===== src/rtl/rtc_pulsadores_cond_if.sv =====
`default_nettype none
// ============================================================================
//  Module      : rtc_pulsadores_cond_if
//  Description : Front-panel button bundle. Carries the three raw push-buttons
//                towards the conditioner and the three clean edit levels back
//                to the RTC controller.
//                  btn_hora  / btn_fecha / btn_timer : raw asynchronous buttons
//                  S1 (hora) / S0 (fecha) / S2 (timer): clean exclusive levels
//                master : button source / level consumer side
//                slave  : conditioner side
//  Revision    : 1.0 - initial release
// ============================================================================
interface rtc_pulsadores_cond_if;
    logic btn_hora;
    logic btn_fecha;
    logic btn_timer;
    logic S1;
    logic S0;
    logic S2;

    modport master (
        output btn_hora, btn_fecha, btn_timer,
        input  S1, S0, S2
    );

    modport slave (
        input  btn_hora, btn_fecha, btn_timer,
        output S1, S0, S2
    );
endinterface
`default_nettype wire


===== src/rtl/rtc_pulsadores_cond.sv =====
`default_nettype none
// ============================================================================
//  Module      : rtc_pulsadores_cond
//  Description : Conditions the hora/fecha/timer push-buttons into the clean,
//                mutually exclusive S1/S0/S2 levels for the RTC controller.
//                Each button goes through a 2-FF synchronizer and a
//                consecutive-sample debouncer; an arbitration FSM then lets at
//                most one level through and holds it for the whole press.
//  Ports       : clk   - system clock
//                reset - synchronous, active-high reset
//                pb    - button bundle (slave): btn_* in, S0/S1/S2 out
//  Revision    : 1.0 - initial release
// ============================================================================
module rtc_pulsadores_cond #(
    parameter int DEB_CYCLES = 1000000,
    parameter int CNT_W      = 20
) (
    input  wire logic               clk,
    input  wire logic               reset,
    rtc_pulsadores_cond_if.slave    pb
);

    localparam logic [CNT_W-1:0] c_CNT_LAST = CNT_W'(DEB_CYCLES - 1);
    localparam logic [CNT_W-1:0] c_CNT_ONE  = CNT_W'(1);

    // Channel index: 0 = hora, 1 = fecha, 2 = timer
    logic [2:0] btn_raw_w;
    logic [2:0] stable_w;

    assign btn_raw_w = {pb.btn_timer, pb.btn_fecha, pb.btn_hora};

    // ------------------------------------------------------------------------
    // Per-channel synchronizer and debouncer
    // ------------------------------------------------------------------------
    generate
        for (genvar g = 0; g < 3; g++) begin : g_chan
            logic             sync1_q;
            logic             sync2_q;
            logic             stable_q;
            logic [CNT_W-1:0] cnt_q;

            always_ff @(posedge clk) begin
                if (reset) begin
                    sync1_q  <= 1'b0;
                    sync2_q  <= 1'b0;
                    stable_q <= 1'b0;
                    cnt_q    <= '0;
                end else begin
                    sync1_q <= btn_raw_w[g];
                    sync2_q <= sync1_q;
                    // Any run that ends before the count completes falls back
                    // into the first branch and clears the counter.
                    if (sync2_q == stable_q) begin
                        cnt_q <= '0;
                    end else if (cnt_q == c_CNT_LAST) begin
                        stable_q <= sync2_q;
                        cnt_q    <= '0;
                    end else begin
                        cnt_q <= cnt_q + c_CNT_ONE;
                    end
                end
            end

            assign stable_w[g] = stable_q;
        end
    endgenerate

    // ------------------------------------------------------------------------
    // Arbitration FSM
    // ------------------------------------------------------------------------
    typedef enum logic [2:0] {
        ST_IDLE       = 3'd0,
        ST_HOLD_HORA  = 3'd1,
        ST_HOLD_FECHA = 3'd2,
        ST_HOLD_TIMER = 3'd3,
        ST_WAIT_REL   = 3'd4
    } state_t;

    state_t state_q;
    state_t state_d;
    logic   s0_q, s1_q, s2_q;
    logic   s0_d, s1_d, s2_d;

    always_ff @(posedge clk) begin
        if (reset) begin
            state_q <= ST_IDLE;
            s0_q    <= 1'b0;
            s1_q    <= 1'b0;
            s2_q    <= 1'b0;
        end else begin
            state_q <= state_d;
            s0_q    <= s0_d;
            s1_q    <= s1_d;
            s2_q    <= s2_d;
        end
    end

    always_comb begin
        state_d = state_q;
        case (state_q)
            // fecha > hora > timer, mirroring the controller's S0 > S1 > S2
            ST_IDLE: begin
                if (stable_w[1])      state_d = ST_HOLD_FECHA;
                else if (stable_w[0]) state_d = ST_HOLD_HORA;
                else if (stable_w[2]) state_d = ST_HOLD_TIMER;
            end
            ST_HOLD_HORA:  if (!stable_w[0]) state_d = ST_WAIT_REL;
            ST_HOLD_FECHA: if (!stable_w[1]) state_d = ST_WAIT_REL;
            ST_HOLD_TIMER: if (!stable_w[2]) state_d = ST_WAIT_REL;
            // A button still held after the active one is released must not
            // start a new edit; wait until the panel is completely released.
            ST_WAIT_REL:   if (stable_w == 3'b000) state_d = ST_IDLE;
            default:       state_d = ST_IDLE;
        endcase
    end

    // Outputs are decoded from the next state so they switch on the same
    // edge as the state register.
    always_comb begin
        s0_d = 1'b0;
        s1_d = 1'b0;
        s2_d = 1'b0;
        case (state_d)
            ST_HOLD_HORA:  s1_d = 1'b1;
            ST_HOLD_FECHA: s0_d = 1'b1;
            ST_HOLD_TIMER: s2_d = 1'b1;
            default: begin
                s0_d = 1'b0;
                s1_d = 1'b0;
                s2_d = 1'b0;
            end
        endcase
    end

    assign pb.S0 = s0_q;
    assign pb.S1 = s1_q;
    assign pb.S2 = s2_q;

endmodule
`default_nettype wire


===== src/flat_wrapper.sv =====
// flat-port wrapper written by rule: the top's interface ports become plain ports
module rtc_pulsadores_cond_flat 
#(
    parameter int DEB_CYCLES = 1000000,
    parameter int CNT_W      = 20
)
  (clk, reset, pb_btn_hora, pb_btn_fecha, pb_btn_timer, pb_S1, pb_S0, pb_S2);
  rtc_pulsadores_cond_if pb_i ();
  input  wire logic clk;
  input  wire logic reset;
  input wire logic [$bits(pb_i.btn_hora)-1:0] pb_btn_hora;
  input wire logic [$bits(pb_i.btn_fecha)-1:0] pb_btn_fecha;
  input wire logic [$bits(pb_i.btn_timer)-1:0] pb_btn_timer;
  output wire logic [$bits(pb_i.S1)-1:0] pb_S1;
  output wire logic [$bits(pb_i.S0)-1:0] pb_S0;
  output wire logic [$bits(pb_i.S2)-1:0] pb_S2;
  assign pb_i.btn_hora = pb_btn_hora;
  assign pb_i.btn_fecha = pb_btn_fecha;
  assign pb_i.btn_timer = pb_btn_timer;
  assign pb_S1 = pb_i.S1;
  assign pb_S0 = pb_i.S0;
  assign pb_S2 = pb_i.S2;
  rtc_pulsadores_cond #(.DEB_CYCLES(DEB_CYCLES), .CNT_W(CNT_W)) u_core (.clk(clk), .reset(reset), .pb(pb_i));
endmodule

===== config.mk =====
export PLATFORM = sky130hd
export DESIGN_NAME = rtc_pulsadores_cond_flat
export DESIGN_NICKNAME = d
export VERILOG_FILES = /design/src/rtl/rtc_pulsadores_cond_if.sv /design/src/rtl/rtc_pulsadores_cond.sv /design/src/flat_wrapper.sv
export SDC_FILE = /design/constraint.sdc
export NUM_CORES = 1
export LEC_CHECK = 0
export BUFFER_PORTS_ARGS = -buffer_cell sky130_fd_sc_hd__buf_4
export CORE_MARGIN = 2
export CORE_UTILIZATION = 50
export CTS_CLUSTER_SIZE = 12
export DETAILED_ROUTE_END_ITERATION = 12
export GPL_ROUTABILITY_DRIVEN = 1
export HOLD_SLACK_MARGIN = 0.08
export PLACE_DENSITY_LB_ADDON = 0.15
export SYNTH_ARGS = -nofsm -noshare
export SYNTH_HDL_FRONTEND = slang
export SYNTH_SLANG_ARGS = --single-unit

===== constraint.sdc =====
create_clock -name clk -period 4.5 [get_ports clk]
set_input_delay 0.675 -clock clk [delete_from_list [all_inputs] [get_ports clk]]
set_output_delay 0.675 -clock clk [all_outputs]
set_load 0.03 [all_outputs]

### Yosys cells after proc, flatten, opt, wreduce, memory -nomap -nowiden

Cells that the tools add are included.

| word-level totals | value |
|---|---|
| bits in registers | 75 |
| input port bits | 5 |
| word-level logic and storage cells | 54 |

| operators by class | value |
|---|---|
| $add $sub $neg | 3 |
| equal/unequal tests | 13 |
| muxes and demuxes | 11 |
| bitwise gates (word level) | 3 |
| reduce and logical (&&, ||, !) cells | 8 |

Operators with widths:

| kind | count |
|---|---|
| 20-bit by 1-bit adder with 20-bit output (second input constant) | 3 |
| 20-bit == test (second input constant) | 3 |
| 3-bit two-way mux | 7 |
| 3-bit case mux with 5 select lines | 1 |
| 3-bit by 2-bit == test with 1-bit output (second input constant) | 4 |
| 3-bit OR reduction | 3 |
| 3-bit by 1-bit == test with 1-bit output (second input constant) | 2 |
| 3-bit logical NOT | 2 |
| 2-bit AND reduction | 3 |
| 1-bit == test | 3 |
| 3-bit == test (second input constant) | 1 |
| 1-bit two-way mux | 3 |
| 1-bit inverter | 3 |

### Longest topological paths before layout

Gate-level depths: netlist (run 1).

| depth | value |
|---|---|
| depth after elaboration | 6 |
| depth in mapped cells | 7 |

### Least setup slack after synthesis (run 1)

Ideal clock, no wire load.

| path | value |
|---|---|
| path type | reg2reg |
| start | register u_core.g_chan[1].cnt_q[13] |
| end | register u_core.g_chan[1].stable_q |
| library setup time | 0.071 ns |
| arrival time | 1.757 ns |
| data required time | 4.429 ns |
| slack | 2.672 ns |
| cell stages (with the launch flop) | 5 |
| clock period less this slack | 1.828 ns |
| path through | dfxtp_1 -> or4_1 -> or4_4 -> or3_1 -> a21oi_1 |

| between the ends | value |
|---|---|
| word-level cells in the longest chain between the ends | 2 |

RTL lines:

| what | line | RTL |
|---|---|---|
| start: declaration | rtc_pulsadores_cond.sv:40 | `logic [CNT_W-1:0] cnt_q;` |
| start signal: assignment | rtc_pulsadores_cond.sv:59 | `cnt_q <= cnt_q + c_CNT_ONE;` |
| 20-bit == test | rtc_pulsadores_cond.sv:55 | `end else if (cnt_q == c_CNT_LAST) begin` |
| 2-bit AND reduction (no source line) | -- |  |
| end signal: assignment | rtc_pulsadores_cond.sv:56 | `stable_q <= sync2_q;` |
| end: declaration | rtc_pulsadores_cond.sv:39 | `logic stable_q;` |

No other way between the ends.
A chain may end at the register's enable or synchronous reset.

### Final worst setup path (run 1)

| path | value |
|---|---|
| start | register u_core.g_chan[0].cnt_q[15] |
| end | register u_core.g_chan[0].cnt_q[4] |

| between the ends | value |
|---|---|
| word-level cells in the longest chain between the ends | 2 |

RTL lines:

| what | line |
|---|---|
| start: declaration | rtc_pulsadores_cond.sv:40 |
| start signal: assignment | rtc_pulsadores_cond.sv:59 |
| 20-bit == test | rtc_pulsadores_cond.sv:55 |
| 3-bit OR reduction (no source line) | -- |

No other way between the ends.

==> flow_summary.yaml, run 1 <==
setup_path:
  r2r_cells: 5
  crit_family: "simple AND/OR/NAND/NOR gates"
  cp-start-kind: "register"
  r2r-end: "u_core.g_chan[0].cnt_q[4]"
  reg2reg_slack_ps: 2540
  cp_data_required_time_ps: 4730
  r2r-start: "u_core.g_chan[0].cnt_q[15]"
  cp.depth: 5
  worst-path-max-fanout: 20
  cp_num_buf_inv: 1
  critPathCaptureType: "register"
  crit_slowest_cell: "or4_4"
  crit_type: "register to register"
  crit_chain: "or4_1, or4_4, o21ai_1, buf_4, nor2_1"
  cp.arrival_ps: 2190
  max_stage_delay_ps: 540
cells_and_area:
  syn_to_final_growth_pct: 10.4
  n_antenna_cell: 0
  fillers: 578
  fin_nets: 391
  drive_gt1_share_pct: 7.22
  final_util_pct: 56.8
pwr:
  p_total_uw: 1250
  powerDensity_mw_per_mm2: 345
  p_leak_uw: 0.00109
  peakVddDrop_mv: 0.214
routing:
  wire_per_inst_um: 12.4
  drt-initial-drc-count: 113
  first_pass_iters: 4
  wl_mm: 5.75
  ant_nets: 0
  via_count: 2591
  vias_per_cell: 5.57
  post-route-drc-count: 0
outcome:
  status: "finished clean"
grt:
  grt_pass1_wl_mm: 10.2
  grt_start_max_net_pins: 21
  gr-usage-all-layers_pct: 17.3
  grt_pass1_vias: 2417
  antenna_found_initial: 0
  gr-total-overflow: 0
clock_tree:
  path_clk_slew_ps: 80
  postCtsHoldBufs: 0
  cts_root_buf: "clkbuf_8"
  clock_path_buffers: 2
  post_cts_resized: 0
  postCtsSetupBuffers: 0
  clk_latency_ps: 350
  htree_num_levels: 3
  cts_sinks: 75
  cts-buffers-inserted: 9
  cts_tree: "built"
placement:
  dp_hpwl_mm: 3.90
  place.gp.congestion: 0.773
  portBuffers: 7
sta:
  skew_ps: 10.5
  timing.fmax_mhz: 510
  slew_viol_final: 0
  hold_violations: 0
  worst_hold_slack_ps: 440
  slew_headroom_pct: 76.0
  min_period_ps: 1960
  fin_crit_sh_pct: 43.6
  worst_pin_slew_ps: 355
  rsz0062_at_grt: "no"
  totalNegativeSetupSlack_ps: 0
  finalSetupViolCount: 0
worst_hold_path:
  hold_start: "u_core.g_chan[1].sync1_q"
  hold_class: "register to register"
  hold-path-endpoint: "u_core.g_chan[1].sync2_q"
  hold_depth: 1
synth:
  syn_nets: 382
  synth-async-reset-ratio_pct: 0
  syn_avg_cell_area_um2: 8.73
  synthTopCellsByArea: "dfxtp_1 46%, nor2_1 5.5%, xor2_1 5.4%"
  synth_edf_count: 0
  yosysWarnings: 0
  syn_inst: 374
  synth_flop_cell: "dfxtp_1"
  ys_seq_area_share_pct: 46.0
  synthDistinctLibCells: 35
  syn_area_mm2: 0.00327
  synth.most_common_cell: "dfxtp_1"
  synth_top_area_cell: "dfxtp_1"
  synth_seq_cells: 75
  synth_top_area_share_pct: 46.0
  synthTopCellsByCount: "75 x dfxtp_1, 48 x nor2_1, 23 x a21oi_1, 23 x nand3_1, 20 x xor2_1"
die:
  initial_utilization_pct: 51.4
  fp-row-count: 29
  dieArea_mm2: 0.00719
  core_mm2: 0.00635
  fp.dieH_um: 84.8
  die_w_um: 84.8
  io-pin-count: 8
job:
  max-cap-violations: 0
[worst max path at each step]
| stage | endpoint | startpoint | slack (ps) |
|---|---|---|---|
| floorplan | u_core.g_chan[1].stable_q | u_core.g_chan[1].cnt_q[13] | 2670 |
| CTS | u_core.g_chan[0].cnt_q[4] | u_core.g_chan[0].cnt_q[15] | 2510 |
| global placement | u_core.g_chan[1].cnt_q[14] | u_core.g_chan[1].cnt_q[13] | 2570 |
| detailed placement | u_core.g_chan[0].cnt_q[9] | u_core.g_chan[0].cnt_q[15] | 2530 |
| global route | u_core.g_chan[0].cnt_q[4] | u_core.g_chan[0].cnt_q[15] | 2450 |
| finish | u_core.g_chan[0].cnt_q[4] | u_core.g_chan[0].cnt_q[15] | 2540 |
[registers in the layout, indices dropped and copies added (netlist names)]
name and count:
u_core.g_chan.cnt_q 60, u_core.g_chan.stable_q 3, u_core.g_chan.sync1_q 3, u_core.g_chan.sync2_q 3, u_core.pb.S0 1, u_core.pb.S1 1, u_core.pb.S2 1, u_core.state_q 3
[per-layer routing]
metal  track usage [%]  share of wire [%]
met3              3.50                2.7
met1              22.3                 50
met5                 0                  0
met4              9.24                2.1
met2              27.4                 46
[through the flow]
stage	area (um2)	worst slack, ps	std cells
finish	3600	2540	465
global route	3600	2450	465
CTS	3600	2510	465
detailed placement	3390	2530	449
global placement	3390	2570	449
floorplan	3270	2670	374
[worst reg2reg max path: cells and delay by family, from the launching register on]
family	cells	cell delay, ps
buf+inv	1	240
simple gates	3	1140
flops	1	340
compound gates	1	130
[cell usage in the layout (no fill, tap or decap), types with 9 or more instances in the layout]
cell type | netlist | final
xnor2_1 | 19 | 19
inv_1 | 10 | 10
nor2_1 | 48 | 48
nand3_1 | 23 | 23
or4_1 | 9 | 9
or3_1 | 17 | 17
a21oi_1 | 23 | 23
nand4_1 | 16 | 16
dfxtp_1 | 75 | 75
xor2_1 | 20 | 20
and4_1 | 9 | 9
nand2_1 | 19 | 19
buf_4 | 0 | 10
o21ai_0 | 17 | 16
nor2b_1 | 10 | 10
clkbuf_8 | 0 | 9
[power by group]
group / internal [uW] / total [uW] / leakage [uW] / switching, uW
Clock: 313 / 563 / 0.000106 / 250
Combinational: 5.96 / 14.1 / 0.000376 / 8.19
Sequential: 666 / 668 / 0.000605 / 1.75
[final cells by class]
type                            instances  area (um2)  area share [%]
Inverter                               10        37.5            1.04
Timing Repair Buffer                   10        75.1            2.08
Clock buffer                           10         128            3.54
Tap cell                               77        96.3            2.67
Clock inverter                          6        90.1            2.50
Multi-Input combinational cell        277        1680            46.5
Sequential cell                        75        1500            41.7
[logic make-up (layout without fill, tap and decap cells)]
| family | after synthesis | after routing | share of synthesized area [%] |
|---|---|---|---|
| flip-flops | 75 | 75 | 46.0 |
| multiplexers | 1 | 1 | 0.307 |
| AO/OA/AOI/OAI | 52 | 52 | 8.77 |
| adder cells (fa/ha/maj) | 3 | 3 | 1.15 |
| AND/OR/NAND/NOR | 182 | 182 | 30.7 |
| XOR/XNOR | 39 | 39 | 10.5 |
| buffers and inverters | 22 | 36 | 2.68 |
Note: power is estimated with default switching activity, not from simulation.
==> inputs of run 2 (changes only) <==
- ABC_AREA: unset -> 1
- clock period: 4.5 -> 1.7 ns (I/O delays scaled with it)
==> run 2 against run 1 <==
Effect of this change: sequential share of layout area is 5.7 points lower; clock skew is 2.0 ps lower; critical path depth is 4 higher; routed wire length is 21% higher; setup slack worse by 2400 ps; flip-flop and latch count stayed put; area after synthesis is 15% higher; synthesized cell count is 47% higher; sequential power grew to 2.6 times the previous value; clock power grew to 2.8 times the previous value; largest cell class unchanged.
==> flow_summary.yaml, run 2 <==
pwr:
  p_leak_uw: 0.00130
  powerDensity_mw_per_mm2: 805
  peakVddDrop_mv: 0.632
setup_path:
  cp-start-kind: "register"
  cp.arrival_ps: 1750
  cp_data_required_time_ps: 1930
  critPathCaptureType: "register"
  worst-path-max-fanout: 20
  crit_type: "register to register"
cells_and_area:
  n_antenna_cell: 0
  fillers: 732
  postLayoutCellArea_mm2: 0.00418
  largest_reg_flops: 60
  final_common_cell: "nand2_1"
  syn_to_final_growth_pct: 11.6
  final_util_pct: 57.6
  fin_nets: 576
  regMostFlops: "u_core.g_chan.cnt_q"
  multi_input_area_mm2: 0.00196
  drive_gt1_share_pct: 12.4
  regArea_mm2: 0.00150
  final_cell_mix: "131 x nand2_1, 120 x nor2_1, 75 x dfxtp_1"
die:
  io-pin-count: 8
  dieArea_mm2: 0.00820
  initial_utilization_pct: 51.6
  fp-row-count: 31
  die_w_um: 90.6
  fp.dieH_um: 90.6
  core_mm2: 0.00725
sta:
  timing.fmax_mhz: 661
  hold_violations: 0
  worst_hold_slack_ps: 113
  fin_crit_sh_pct: 89.0
  min_period_ps: 1510
  slew_viol_final: 0
  slew_headroom_pct: 82.0
  finalSetupViolCount: 0
  rsz0062_at_grt: "no"
  skew_ps: 8.54
  totalNegativeSetupSlack_ps: 0
  worst_pin_slew_ps: 269
synth:
  synth_edf_count: 0
  synth.most_common_cell: "nand2_1"
  ys_seq_area_share_pct: 40.1
  synth_top_area_share_pct: 40.1
  synth-async-reset-ratio_pct: 0
  syn_avg_cell_area_um2: 6.81
  synthTopCellsByArea: "dfxtp_1 40%, nand2_1 13%, nor2_1 12%"
  synth_seq_cells: 75
  synth_flop_cell: "dfxtp_1"
  synth_top_area_cell: "dfxtp_1"
  yosysWarnings: 0
  synthDistinctLibCells: 28
  syn_inst: 550
  synthTopCellsByCount: "131 x nand2_1, 120 x nor2_1, 75 x dfxtp_1, 59 x inv_1, 41 x nand3_1"
  syn_nets: 558
  syn_area_mm2: 0.00375
clock_tree:
  path_clk_slew_ps: 80
  htree_num_levels: 3
  cts_root_buf: "clkbuf_8"
  postCtsSetupBuffers: 0
  cts_sinks: 75
  postCtsHoldBufs: 0
  clk_latency_ps: 340
  post_cts_resized: 0
  cts_tree: "built"
  clock_path_buffers: 2
  cts-buffers-inserted: 9
grt:
  grt_pass1_vias: 3004
  grt_pass1_wl_mm: 12.5
  gr-usage-all-layers_pct: 18.4
  antenna_found_initial: 0
  grt_start_max_net_pins: 21
  gr-total-overflow: 0
placement:
  placed_area_mm2: 0.00395
  portBuffers: 7
  dp_hpwl_mm: 5.14
  place.gp.congestion: 0.868
routing:
  ant_nets: 0
  via_count: 3189
  wire_per_inst_um: 10.3
  first_pass_iters: 4
  post-route-drc-count: 0
  vias_per_cell: 4.75
  wl_mm: 6.94
  drt-initial-drc-count: 116
outcome:
  status: "finished clean"
job:
  max-cap-violations: 0
worst_hold_path:
  hold_class: "primary input to register"
-- run 2: cell type report --
class / instances / share of cell area [%]
multi-input combinational: 407 / 46.8
sequential: 75 / 35.9
inverter: 61 / 5.48
timing repair buffer: 14 / 3.41
clock buffer: 11 / 3.38
tap: 99 / 2.96
clock inverter: 5 / 2.04
-- run 2: critical path, cell delays in order (launching register included) --
cell and delay [ps]:
dfxtp_1 360, ha_1 220, nand2_1 90, nor2_2 130
nand2_1 60, nor2_1 80, nand3_1 120, nand2_1 130
buf_12 160, nor2_1 50
-- run 2: report_power, final --
group	internal (uW)	switching (uW)
clock network	875	670
logic	21.4	30.4
registers	1760	3.35
-- run 2: kinds of logic (layout without fill, tap and decap cells) --
group | count (synthesis) | in the layout | share of synthesized area (%)
AOI/OAI and AO/OA | 38 | 38 | 6.25
and+or+nand+nor | 341 | 341 | 39.1
buffers and inverters | 68 | 91 | 7.68
adders and majority gates | 3 | 3 | 1.00
xor gates and xnor gates | 25 | 25 | 5.85
DFF | 75 | 75 | 40.1
-- run 2: through the flow --
stage	total power (uW)	std cells	worst slack (ps)
after floorplan	1840	550	286
after global placement	1860	656	228
after detailed placement	1860	656	166
after CTS	3410	672	152
after global routing	3490	672	42.5
final	3360	672	187
-- run 2: routing by layer --
layer / share of wire, % / vias up / global-route usage (%)
met5: 0 / - / 0
met4: 1.1 / 0 / 5.90
met3: 2.9 / 7 / 5.43
met2: 46 / 34 / 31.2
met1: 50 / 1403 / 22.4
li1: - / 1745 / -
-- run 2: path summary, 6_finish.rpt --
path	from	end	slack (ps)	cells past startpoint
setup / recovery	u_core.g_chan[1].cnt_q[1]	u_core.g_chan[1].cnt_q[11]	190	9
hold / removal	pb_btn_timer	u_core.g_chan[2].sync1_q	110	3
setup reg to reg	u_core.g_chan[1].cnt_q[1]	u_core.g_chan[1].cnt_q[11]	190	9
hold reg to reg	u_core.g_chan[2].sync1_q	u_core.g_chan[2].sync2_q	410	2
==> inputs of run 3 (changes only) <==
- CORE_MARGIN: 2 -> unset
- SETUP_SLACK_MARGIN: unset -> 0.4
==> run 3 against run 2 <==
Effect of this change: clock skew fell by 0.59 ps; worst hold slack got worse by 29 ps; setup slack improved by 89 ps; largest power group unchanged; fmax rose by 6.2%; critical path depth did not move; utilization rose by 8.7 points; clock-buffer cell count fell by 1; die area fell by 4.4%; critical endpoint is now u_core.g_chan[0].cnt_q[7]; flip-flop and latch count did not move; register-to-register slack improved by 90 ps; first-iteration DRC count rose by 51%; global-route usage rose by 3.3 points.
==> flow_summary.yaml, run 3 (synthesized netlist as in run 2, its figures left out) <==
grt:
  antenna_found_initial: 0
  grt_use_met2_pct: 35.7
  gr-total-overflow: 0
  grtUsageMet3_pct: 3.64
  gr-usage-all-layers_pct: 21.7
  grt_pass1_wl_mm: 13.2
  met1_usage_pct: 27.7
  grt_start_max_net_pins: 21
  grt_pass1_vias: 3083
  grt.busiest_layer: "met2"
routing:
  ant_nets: 0
  vias_per_cell: 5.01
  wl_mm: 8.57
  wire_per_inst_um: 12.4
  first_pass_iters: 5
  post-route-drc-count: 0
  drt-initial-drc-count: 175
  via_count: 3471
sta:
  slew_viol_final: 0
  rsz0062_at_grt: "yes"
  fin_crit_sh_pct: 83.8
  slew_headroom_pct: 61.6
  finalSetupViolCount: 0
  skew_ps: 7.95
  worst_pin_slew_ps: 575
  totalNegativeSetupSlack_ps: 0
  hold_violations: 0
  timing.fmax_mhz: 702
  min_period_ps: 1420
worst_hold_path:
  hold_depth: 3
  hold_start: "pb_btn_timer"
  hold-path-endpoint: "u_core.g_chan[2].sync1_q"
  hold_class: "primary input to register"
pwr:
  powerDensity_mw_per_mm2: 687
  p_total_uw: 3300
  p_leak_uw: 0.00148
  peakVddDrop_mv: 0.465
job:
  max-cap-violations: 0
die:
  core_mm2: 0.00725
  die_w_um: 88.6
  fp.dieH_um: 88.6
  io-pin-count: 8
  fp-row-count: 31
  initial_utilization_pct: 51.6
  dieArea_mm2: 0.00784
clock_tree:
  clock_path_buffers: 2
  cts_sinks: 75
  cts_root_buf: "clkbuf_8"
  path_clk_slew_ps: 80
  clk_latency_ps: 370
  cts_tree: "built"
  cts-buffers-inserted: 9
  htree_num_levels: 3
setup_path:
  worst-path-max-fanout: 5
  r2r-end: "u_core.g_chan[0].cnt_q[7]"
  r2r_cells: 9
  cp_data_required_time_ps: 1970
  crit_type: "register to register"
  cp-start-kind: "register"
  r2r-start: "u_core.g_chan[0].cnt_q[1]"
  critPathCaptureType: "register"
  reg2reg_slack_ps: 280
  cp.arrival_ps: 1690
cells_and_area:
  final_cell_mix: "119 x nand2_1, 93 x nor2_1, 56 x inv_1, 56 x dfxtp_1, 37 x nand3_1"
  syn_to_final_growth_pct: 28.4
  drive_gt1_share_pct: 30.0
  fillers: 626
  final_common_cell: "nand2_1"
  n_antenna_cell: 0
  largest_reg_flops: 60
  fin_nets: 597
  regMostFlops: "u_core.g_chan.cnt_q"
placement:
  dp_hpwl_mm: 5.17
  portBuffers: 7
  place.gp.congestion: 0.885
outcome:
  status: "finished clean"
[run 3: changes by cell type in the layout (fill, tap and decap cells not counted), moves of 4 or more]
cell | previous run | this run
dfxtp_2 | 0 | 14
dfxtp_4 | 0 | 5
nor2_1 | 120 | 93
buf_4 | 11 | 23
nor2_4 | 2 | 14
a21oi_2 | 10 | 24
nand2_4 | 0 | 8
nand2_1 | 131 | 119
nand3_1 | 41 | 37
nand2_2 | 5 | 11
dfxtp_1 | 75 | 56
clkbuf_16 | 0 | 4
nor2_2 | 21 | 36
a21oi_1 | 17 | 3
[run 3: timing repair]
item | 4_1_cts | 5_1_grt
setup buffers | 7 | 10
endpoints found under the setup margin | 61 | 63
hold buffers | 0 | 0
pin swaps | 9 | 27
gates cloned | 4 | 5
resized for setup | 29 | 81
[run 3: stage by stage]
stage	utilization [%]	hold WS [ps]	cells	setup WS, ps	cell area [um2]
global placement	54.4	393	651	183	3940
global route	66.3	89.6	693	216	4810
detailed placement	54.4	397	651	124	3940
CTS	60.2	83.8	678	275	4360
finish	66.3	83.8	693	276	4810
floorplan	-	362	550	406	3790
[run 3: worst max-delay path, cell delays in order (launching register included)]
cell and delay [ps]:
dfxtp_2 360, ha_4 160, nand3_4 90, nor2_4 120
nand2_4 70, nor2_4 100, nand2_2 70, nand2_4 140
clkbuf_16 180, a21oi_2 30
[run 3: worst max path at each step]
stage / cells past startpoint / endpoint / slack, ps / from
floorplan: 9 / u_core.g_chan[0].cnt_q[9] / 410 / u_core.g_chan[0].cnt_q[0]
CTS: 9 / u_core.g_chan[0].cnt_q[5] / 270 / u_core.g_chan[0].cnt_q[1]
global route: 8 / u_core.g_chan[1].cnt_q[16] / 220 / u_core.g_chan[1].cnt_q[0]
detailed placement: 8 / u_core.g_chan[1].cnt_q[16] / 120 / u_core.g_chan[1].cnt_q[0]
global placement: 8 / u_core.g_chan[1].cnt_q[11] / 180 / u_core.g_chan[1].cnt_q[0]
finish: 9 / u_core.g_chan[0].cnt_q[7] / 280 / u_core.g_chan[0].cnt_q[1]
[run 3: power breakdown]
group          leakage, uW  internal [uW]  switching, uW
combinational     0.000757           37.2           46.6
clock             0.000107            733            726
sequential        0.000616           1760           4.48
[run 3: per-layer routing]
metal | vias up | share of wire, %
met1 | 1578 | 46
li1 | 1793 | -
met2 | 79 | 48
met5 | - | 0
met3 | 21 | 4.3
met4 | 0 | 1.9
[run 3: area by class of cell]
| type | count | area (um2) | share of cell area, % |
|---|---|---|---|
| clock buffers | 10 | 138 | 2.86 |
| clock inverters | 6 | 73.8 | 1.53 |
| inverters | 61 | 229 | 4.76 |
| multi-input cells | 410 | 2350 | 48.8 |
| flip-flops and latches | 75 | 1540 | 32.0 |
| well taps | 99 | 124 | 2.57 |
| repair buffers | 32 | 363 | 7.54 |
